$ cat src/rtl/mem_access_unit.sv
// MEM-stage data-memory sequencer: one cache request per instruction, stalls until
// the response, with byte-lane steering for stores and byte extraction for loads.
module mem_access_unit #(
  parameter int unsigned WATCHDOG_CYCLES = 255
) (
  input  logic        clk,
  input  logic        reset,
  input  logic        valid,
  input  logic        mem_read,
  input  logic        mem_write,
  input  logic [1:0]  mem_byte_enable,
  input  logic        stb_filter_enable,
  input  logic        regfile_filter_enable,
  input  logic [15:0] addr,
  input  logic [15:0] wdata,
  input  logic        advance,
  output logic        dmem_read,
  output logic        dmem_write,
  output logic [1:0]  dmem_byte_enable,
  output logic [15:0] dmem_address,
  output logic [15:0] dmem_wdata,
  input  logic [15:0] dmem_rdata,
  input  logic        dmem_resp,
  output logic [15:0] rdata_out,
  output logic        stall,
  output logic        error
);

  typedef enum logic [1:0] {StIdle, StAccess, StHold} state_e;

  state_e      state_q, state_d;
  logic        rd_q, rd_d;
  logic        wr_q, wr_d;
  logic [1:0]  be_q, be_d;
  logic [15:0] addr_q, addr_d;
  logic [15:0] wdata_q, wdata_d;
  logic        byte_load_q, byte_load_d;
  logic        byte_hi_q, byte_hi_d;
  logic [15:0] rdata_q, rdata_d;
  logic        error_q, error_d;
  logic [15:0] wdog_q, wdog_d;
  logic        req;

  assign req = valid & (mem_read | mem_write);

  always_comb begin
    state_d     = state_q;
    rd_d        = rd_q;
    wr_d        = wr_q;
    be_d        = be_q;
    addr_d      = addr_q;
    wdata_d     = wdata_q;
    byte_load_d = byte_load_q;
    byte_hi_d   = byte_hi_q;
    rdata_d     = rdata_q;
    error_d     = error_q;
    wdog_d      = wdog_q;
    stall       = 1'b0;
    unique case (state_q)
      StIdle: begin
        stall = req;
        if (req) begin
          state_d     = StAccess;
          // A simultaneous read+write resolves to the write.
          wr_d        = mem_write;
          rd_d        = mem_read & ~mem_write;
          addr_d      = {addr[15:1], 1'b0};
          byte_load_d = regfile_filter_enable;
          byte_hi_d   = addr[0];
          if (stb_filter_enable) begin
            wdata_d = {wdata[7:0], wdata[7:0]};
            be_d    = addr[0] ? 2'b10 : 2'b01;
          end else begin
            wdata_d = wdata;
            be_d    = mem_byte_enable;
          end
        end
      end
      StAccess: begin
        stall = 1'b1;
        if (dmem_resp) begin
          rd_d    = 1'b0;
          wr_d    = 1'b0;
          wdog_d  = '0;
          state_d = StHold;
          if (rd_q) begin
            rdata_d = byte_load_q ?
                      {8'h00, (byte_hi_q ? dmem_rdata[15:8] : dmem_rdata[7:0])} : dmem_rdata;
          end
        end else begin
          // Saturate so a hung cache never wraps the count back below the threshold.
          if (wdog_q != 16'hFFFF) wdog_d = wdog_q + 16'd1;
          if (({1'b0, wdog_q} + 17'd1) >= 17'(WATCHDOG_CYCLES)) error_d = 1'b1;
        end
      end
      StHold: begin
        if (advance) state_d = StIdle;
      end
      default: state_d = StIdle;
    endcase
  end

  always_ff @(posedge clk or posedge reset) begin
    if (reset) begin
      state_q     <= StIdle;
      rd_q        <= 1'b0;
      wr_q        <= 1'b0;
      be_q        <= 2'b00;
      addr_q      <= '0;
      wdata_q     <= '0;
      byte_load_q <= 1'b0;
      byte_hi_q   <= 1'b0;
      rdata_q     <= '0;
      error_q     <= 1'b0;
      wdog_q      <= '0;
    end else begin
      state_q     <= state_d;
      rd_q        <= rd_d;
      wr_q        <= wr_d;
      be_q        <= be_d;
      addr_q      <= addr_d;
      wdata_q     <= wdata_d;
      byte_load_q <= byte_load_d;
      byte_hi_q   <= byte_hi_d;
      rdata_q     <= rdata_d;
      error_q     <= error_d;
      wdog_q      <= wdog_d;
    end
  end

  assign dmem_read        = rd_q;
  assign dmem_write       = wr_q;
  assign dmem_byte_enable = be_q;
  assign dmem_address     = addr_q;
  assign dmem_wdata       = wdata_q;
  assign rdata_out        = rdata_q;
  assign error            = error_q;

endmodule

$ cat config.mk
export PLATFORM = sky130hd
export DESIGN_NAME = mem_access_unit
export DESIGN_NICKNAME = d
export VERILOG_FILES = /design/src/rtl/mem_access_unit.sv
export SDC_FILE = /design/constraint.sdc
export NUM_CORES = 1
export LEC_CHECK = 0
export ABC_AREA = 0
export BUFFER_PORTS_ARGS = -buffer_cell sky130_fd_sc_hd__clkbuf_2
export CORE_MARGIN = 2
export CORE_UTILIZATION = 45
export DETAILED_ROUTE_END_ITERATION = 12
export PLACE_DENSITY = 0.72
export SETUP_SLACK_MARGIN = 0.1
export SYNTH_ARGS = -nofsm -noshare
export SYNTH_HDL_FRONTEND = slang
export SYNTH_SLANG_ARGS = --single-unit
$ cat constraint.sdc
create_clock -name clk -period 2.5 [get_ports clk]
set_clock_uncertainty 0.2 [all_clocks]
set_input_delay 0.25 -clock clk [delete_from_list [all_inputs] [get_ports clk]]
set_output_delay 0.25 -clock clk [all_outputs]
set_load 0.05 [all_outputs]
==> summary.md, run 1 <==
| Metric | Value |
|---|---|
| Number of search-and-repair iterations in the first detailed-routing pass | `4` |
| DIE HEIGHT | `between 90 and 100 um` |
| Ordered cell list for the critical path | `dlygate4sd3_1, clkbuf_2, o21ai_0, or3_2, o41ai_1, dlygate4sd3_1` |
| Power per standard cell area | `approximately 1200 nW/um^2` |
| CTS tree | `yes` |
| Post-detail-place hpwl | `about 5.7 mm` |
| Peak ir drop on the vdd network | `approximately 0.98 mV` |
| Final hold vios | `0` |
| H-tree level count | `3` |
| IO Pins | `113` |
| CTS buffer count | `9` |
| Number of maximum-capacitance constraint violations | `0` |
| DRC | `0` |
| Sinks on Clock Net | `72` |
| Actual transition at the worst max-transition pin | `0.750 ns` |
| Post-cts repair resize count | `0` |
| Startpoint class of the critical path | `input pin` |
| Number of antenna violations at the first check in global routing | `0` |
| Clock insertion delay at the later pin of the skew report | `approximately 0.33 ns` |
| Worst endpoint required time | `2.57 ns` |
| Classification of the worst-slack hold path | `input pin to flip-flop` |
| Mean post-synth cell area | `10.2 um^2` |
| Initial Util | `46.8%` |
| Grt total ovfl | `0` |
| Total power consumption of the routed design | `0.00585 W` |
| Sum Neg Setup Slack | `0 ns` |
| Delay of the slowest cell on the worst path | `0.59 ns` |
| Buffers inserted during post-CTS setup optimization | `0` |
| Ratio of final minimum period to clock period | `between 90 and 100%` |
| Status | `finished clean` |
| Area of the core | `between 7000 and 8000 um^2` |
| Number of nets at the end of the flow | `approximately 550` |
| Slew Limit Fails | `0` |
| Number of flip-flops and latches in the synthesized netlist | `72` |
| Total Wirelength | `around 8.4 mm` |
| Post-Synthesis Cells | `336` |
| Post-route worst hold slack | `0.00614 ns` |
| RSZ-0062 raised after global routing | `false` |
| Starting DRT DRC Count | `178` |
| DR vias | `slightly above 3,000` |
| Fraction of layout instances using a drive strength above 1 | `33.9%` |
| Die outline width | `91.3 um` |
| Placer's final routability congestion estimate | `0.854` |
| Antenna cells | `0` |
| Cell at the root of the clock tree | `clkbuf_8` |
| Achievable Freq | `0.431 GHz` |
| Global-route usage over all layers | `20.9%` |
| Die ar. | `8340 um^2` |
| First-pass GRT wire length | `14.0 mm` |
| Crit-path slowest cell | `dlygate4sd3_1` |
| Hold-fix buffers at CTS | `41` |
| Maximum number of pins on one net before global-route repair | `50` |
| Number of antenna-violating nets in the routed design | `0` |
| Leak | `2.34 nW` |
| Net Count, Synth | `397` |
| Routed vias/inst | `5.10` |
| Synth-to-Final Area Change | `38.1%` |
| Worst relative slew slack | `49.8%` |
| Data arrival at the endpoint of the critical path | `between 2 and 2.5 ns` |
| Kind of critical path | `input pin to flip-flop` |
| Worst-path maximum fanout | `3` |
| Share of the yosys chip area belonging to registers | `52.5%` |
| Register clock-pin slew on the reported worst setup and hold paths | `around 0.08 ns` |
| Critical Path Most Common Cell | `dlygate4sd3_1` |
| Final setup violation count | `0` |
| Detailed-route wire length per cell | `14.2 um` |
| Via count of the first global-routing pass | `2,977` |
| Yosys cell types | `44` |
| Post-synthesis cell area | `3430 um^2` |
| Total of buffers placed on input and output ports | `111` |
| Critical Path Sink Type | `flip-flop` |
| Ys Warns | `0` |
| Post-route minimum period | `2.32 ns` |
| Buffer levels on the longest clock path | `2` |
| Number of standard-cell rows in the floorplan | `31` |
state kept, by name (all words and copies together) (netlist names):
register	flops
dmem_address	15
rdata_out	16
byte_hi_q	1
state_q	2
dmem_write	1
wdog_q	16
dmem_read	1
error	1
dmem_byte_enable	2
dmem_wdata	16
byte_load_q	1
through the flow:
stage	worst slack [ns]	instance area [um^2]	utilization, %	instances
5_1_grt	0.116	4740	64.7	595
6_report	0.181	4740	64.7	595
3_5_place_dp	0.288	4110	56.1	538
3_3_place_gp	0.332	4110	56.1	538
2_1_floorplan	0.173	3430	-	336
4_1_cts	0.234	4740	64.7	595
metal layers:
metal	routed length [um]	GRT usage, %	part of all wire [%]
met1	3370	25.3	40
met2	4310	36.3	51
met3	411	4.56	4.9
met4	333	7.95	4.0
met5	0	0	0
path summary, 6_finish.rpt:
| check | startpoint | end | slack (ns) | cells past startpoint |
|---|---|---|---|---|
| worst max-delay path | mem_write | dmem_read$_DFFE_PP0P_ | 0.18 | 6 |
| worst min-delay path | dmem_rdata[5] | rdata_out[5]$_DFFE_PP0P_ | 0.006 | 3 |
| worst max register to register | wdog_q[0]$_DFFE_PP0P_ | wdog_q[7]$_DFFE_PP0P_ | 0.29 | 7 |
| worst min register to register | dmem_wdata[8]$_DFFE_PP0P_ | dmem_wdata[8]$_DFFE_PP0P_ | 0.28 | 2 |
| max in group asynchronous | reset | wdog_q[8]$_DFFE_PP0P_ | 1.39 | 4 |
| min in group asynchronous | reset | dmem_wdata[7]$_DFFE_PP0P_ | 0.34 | 4 |
power by group:
| part | internal (W) | leakage (nW) | total [W] | switching [W] |
|---|---|---|---|---|
| sequential | 0.00161 | 0.910 | 0.00187 | 0.000255 |
| clock | 0.000568 | 0.103 | 0.00102 | 0.000449 |
| combinational | 0.000787 | 1.33 | 0.00296 | 0.00218 |
kinds of logic after synthesis:
family                     synth area share, %
AOI/OAI and AO/OA                         11.8
xor gates and xnor gates                  1.79
adders and majority gates                0.729
buffers and inverters                     4.12
DFF                                       52.5
muxes                                     13.4
other                                    0.109
and+or+nand+nor                           15.5
layout by cell type (no fill, tap or decap), types with 2 or more instances in the layout:
master         synthesis  final
and3_1                 4      4
xnor2_1                3      3
nor2b_1                2      2
inv_1                 11     10
nand2b_1               9      9
clkinvlp_4             0      2
mux2i_1               19     19
nand2_1               47     47
o21ai_0               29     29
a21oi_1                7      7
xor2_1                 4      4
dlygate4sd3_1          0     41
buf_4                  2     13
mux2_2                24     24
o21ai_1               13     13
nand4b_1               2      2
nor2_1                15     15
clkbuf_8               0      9
bufinv_16              0      2
ha_1                   2      2
dfrtp_1               72     72
nand4_1                3      3
clkbuf_2               0    111
a22o_1                 2      2
a31oi_1                2      2
nor4_1                 2      2
o21bai_1               4      4
nand3_1               13     13
nor3_1                 5      5
o31ai_1                2      2
or3_1                  5      4
synthesized netlist by cell type, drive strengths merged:
| cell type | number | share of area [%] |
|---|---|---|
| o41ai | 1 | 0.26 |
| o21bai | 4 | 0.87 |
| a22o | 2 | 0.51 |
| mux2 | 24 | 7.9 |
| nor3b | 1 | 0.22 |
| a32oi | 1 | 0.26 |
| or3 | 5 | 0.91 |
| o211ai | 1 | 0.22 |
| xnor2 | 3 | 0.77 |
| or4 | 2 | 0.55 |
| nor2b | 2 | 0.36 |
| o22ai | 1 | 0.18 |
| dfrtp | 72 | 52 |
| and3 | 4 | 0.73 |
| o221ai | 1 | 0.26 |
| o31a | 1 | 0.26 |
| clkbuf | 11 | 1.2 |
| nor3 | 5 | 0.73 |
| conb | 1 | 0.11 |
| nand4b | 2 | 0.51 |
| nand4 | 3 | 0.55 |
| nor4 | 2 | 0.36 |
| nand2 | 47 | 5.1 |
| xor2 | 4 | 1.0 |
| ha | 2 | 0.73 |
| mux2i | 19 | 5.5 |
| o31ai | 3 | 1.1 |
| a21o | 1 | 0.22 |
| inv | 11 | 1.2 |
| a2111oi | 1 | 0.26 |
| nand3 | 14 | 2.2 |
| a31oi | 2 | 0.36 |
| o21ai | 42 | 6.1 |
| buf | 10 | 1.7 |
| a21oi | 7 | 1.0 |
| nor2 | 15 | 1.6 |
| nand2b | 9 | 1.6 |
critical path: cells and delay by family:
kind / cells / cell delay (ns)
AOI/OAI and AO/OA: 2 / 0.43
and+or+nand+nor: 1 / 0.45
buffers and inverters: 3 / 1.25
layout make-up:
class / count / area [um^2]
inverters: 11 / 41.3
well taps: 99 / 124
fillers: 576 / 2590
clock buffers: 10 / 128
repair buffers: 165 / 1060
flip-flops and latches: 72 / 1800
multi-input cells: 232 / 1490
clock inverters: 6 / 92.6
No activity file was read; power rests on OpenSTA's default activity.
==> run 2: changes to the inputs <==
--- a/config.mk
+++ b/config.mk
@@ -11,6 +11,7 @@
 export CORE_UTILIZATION = 45
 export DETAILED_ROUTE_END_ITERATION = 12
 export PLACE_DENSITY = 0.72
+export RECOVER_POWER = 25
 export SETUP_SLACK_MARGIN = 0.1
 export SYNTH_ARGS = -nofsm -noshare
 export SYNTH_HDL_FRONTEND = slang
==> run 2 against run 1 <==
- routed wire length increased by 0.19%
- register-to-register slack is essentially flat
- total power hardly changed
- sequential share of layout area is essentially flat
- largest cell class unchanged
==> summary.md, run 2 (synthesized netlist as in run 1, its figures left out) <==
| Metric | Value |
|---|---|
| Power per standard cell area | `1230 nW/um^2 (about the same)` |
| Die outline width | `91.3 um (unchanged)` |
| Slew Limit Fails | `0 (unchanged)` |
| Classification of the worst-slack hold path | `input pin to flip-flop` |
| RSZ-0062 raised after global routing | `false` |
| Kind of critical path | `input pin to flip-flop` |
| Synth-to-Final Area Change | `38.0%` |
| Clock share of power | `17.4% (about the same)` |
| Leak | `2.34 nW (about the same)` |
| IO Pins | `113 (unchanged)` |
| Starting DRT DRC Count | `160 (-10%)` |
| Actual transition at the worst max-transition pin | `0.921 ns (+0.171 ns)` |
| CTS buffer count | `9 (unchanged)` |
| H-tree level count | `3 (unchanged)` |
| Switching power summed over all nets | `0.00288 W (about the same)` |
| Data arrival at the endpoint of the critical path | `2.39 ns (about the same)` |
| Part of the total power dissipated in combinational logic | `50.7% (about the same)` |
| Placer's final routability congestion estimate | `0.854 (unchanged)` |
| Ratio of final minimum period to clock period | `92.8% (about the same)` |
| Antenna cells | `0 (unchanged)` |
| Area of the core | `7330 um^2 (unchanged)` |
| Detailed-route wire length per cell | `14.2 um (+0.19%)` |
| Clock insertion delay at the later pin of the skew report | `0.33 ns (about the same)` |
| Most common library cell in the layout ignoring fill and taps | `clkbuf_2` |
| Part of the total power dissipated in sequential elements | `31.9% (about the same)` |
| Internal power summed over all cells | `0.00296 W (about the same)` |
| Worst-path maximum fanout | `3 (unchanged)` |
| Finished layout cell area | `4740 um^2 (-0.11%)` |
| Number of standard-cell rows in the floorplan | `31 (unchanged)` |
| Initial Util | `46.8% (unchanged)` |
| Global-route usage over all layers | `20.9% (unchanged)` |
| Total of buffers placed on input and output ports | `111 (unchanged)` |
| CTS tree | `yes` |
| Via count of the first global-routing pass | `2,977 (unchanged)` |
| Buffer levels on the longest clock path | `2 (unchanged)` |
| Sinks on Clock Net | `72 (unchanged)` |
| Fraction of layout instances using a drive strength above 1 | `33.7% (-0.20 points)` |
| Sum Neg Setup Slack | `0 ns (unchanged)` |
| Fraction of power spent switching nets | `49.3% (about the same)` |
| DR vias | `3,020 (-0.56%)` |
| Post-detail-place hpwl | `5.72 mm (unchanged)` |
| Grt total ovfl | `0 (unchanged)` |
| Startpoint class of the critical path | `input pin` |
| Number of maximum-capacitance constraint violations | `0 (unchanged)` |
| Number of nets at the end of the flow | `552 (unchanged)` |
| Total Wirelength | `8.44 mm (+0.19%)` |
| Cell at the root of the clock tree | `clkbuf_8` |
| Maximum number of pins on one net before global-route repair | `50 (unchanged)` |
| Number of antenna violations at the first check in global routing | `0 (unchanged)` |
| First-pass GRT wire length | `14.0 mm (unchanged)` |
| Die ar. | `8340 um^2 (unchanged)` |
| Number of antenna-violating nets in the routed design | `0 (unchanged)` |
| DRC | `0 (unchanged)` |
| Worst relative slew slack | `38.6% (-11 points)` |
| Achievable Freq | `0.431 GHz (about the same)` |
| Number of search-and-repair iterations in the first detailed-routing pass | `4 (unchanged)` |
| Register clock-pin slew on the reported worst setup and hold paths | `0.08 ns (about the same)` |
| Post-route minimum period | `2.32 ns (-0.000310 ns)` |
| Pre-CTS worst setup slack | `0.288 ns (unchanged)` |
| Worst endpoint required time | `2.57 ns (about the same)` |
| Status | `finished clean` |
| Critical Path Sink Type | `flip-flop` |
| Peak ir drop on the vdd network | `0.979 mV (about the same)` |
| Placed cell areas | `4110 um^2 (unchanged)` |
| Highest-count cells in the layout ignoring fill and taps | `113 x clkbuf_2, 72 x dfrtp_1, 47 x nand2_1, 41 x dlygate4sd3_1, 29 x o21ai_0` |
| DIE HEIGHT | `91.3 um (unchanged)` |
| Post-cts repair resize count | `0 (unchanged)` |
| Final hold vios | `0 (unchanged)` |
| Final setup violation count | `0 (unchanged)` |
| Post-layout worst setup margin | `0.181 ns (+0.000310 ns)` |
| Routed vias/inst | `5.08 (-0.56%)` |
run 2: cell count changes in the layout (fill, tap and decap cells not counted):
| cell | previous run | this run |
|---|---|---|
| inv_1 | 10 | 11 |
| buf_4 | 13 | 11 |
| clkbuf_2 | 111 | 113 |
| inv_2 | 1 | 0 |
run 2: timing repair:
| item | 4_1_cts | 5_1_grt |
|---|---|---|
| buffers inserted | 0 | 0 |
| endpoints found under the hold margin | 112 | 0 |
| hold buffers | 41 | 0 |
run 2: layout make-up:
class	count	area [um^2]
Clock buffer	10	128
Tap cell	99	124
Inverter	11	41.3
Fill cell	578	2590
Sequential cell	72	1800
Multi-Input combinational cell	232	1490
Clock inverter	6	92.6
Timing Repair Buffer	165	1060
run 2: per-stage QoR:
stage / cells / util (%) / total power, W / hold slack, ns
2_1_floorplan: 336 / - / 0.00408 / 0.152
3_3_place_gp: 538 / 56.1 / 0.00472 / 0.157
3_5_place_dp: 538 / 56.1 / 0.00479 / 0.161
4_1_cts: 595 / 64.7 / 0.00586 / 0.00219
5_1_grt: 595 / 64.6 / 0.00614 / 0.0188
6_report: 595 / 64.6 / 0.00584 / 0.00728
run 2: critical path: stages:
cell	delay (ns)
dlygate4sd3_1	0.52
clkbuf_2	0.14
o21ai_0	0.11
or3_2	0.45
o41ai_1	0.33
dlygate4sd3_1	0.59
run 2: path summary, 6_finish.rpt:
path,depth (start not counted),slack (ns),end,start
min in group asynchronous,4,0.50,dmem_wdata[7]$_DFFE_PP0P_,reset
worst max register to register,5,0.28,error$_DFFE_PP0P_,wdog_q[9]$_DFFE_PP0P_
worst min register to register,2,0.28,dmem_wdata[8]$_DFFE_PP0P_,dmem_wdata[8]$_DFFE_PP0P_
worst max-delay path,6,0.18,dmem_read$_DFFE_PP0P_,mem_write
worst min-delay path,3,0.007,rdata_out[5]$_DFFE_PP0P_,dmem_rdata[5]
max in group asynchronous,4,0.97,wdog_q[8]$_DFFE_PP0P_,reset
run 2: power groups by stage:
stage,Combinational (W),Clock (W),Sequential (W)
2_1_floorplan,0.000791,0,0.00328
3_3_place_gp,0.00287,0,0.00185
3_5_place_dp,0.00291,0,0.00188
4_1_cts,0.00297,0.00104,0.00186
5_1_grt,0.00313,0.00109,0.00192
6_report,0.00296,0.00102,0.00187
run 2: metal layers:
layer  track usage [%]  vias up  wire length (um)
met2              36.3       98              4350
met1              25.3     1422              3430
met3              4.56       24               370
li1                  -     1476                 -
met4              7.95        0               294
met5                 0        -                 0
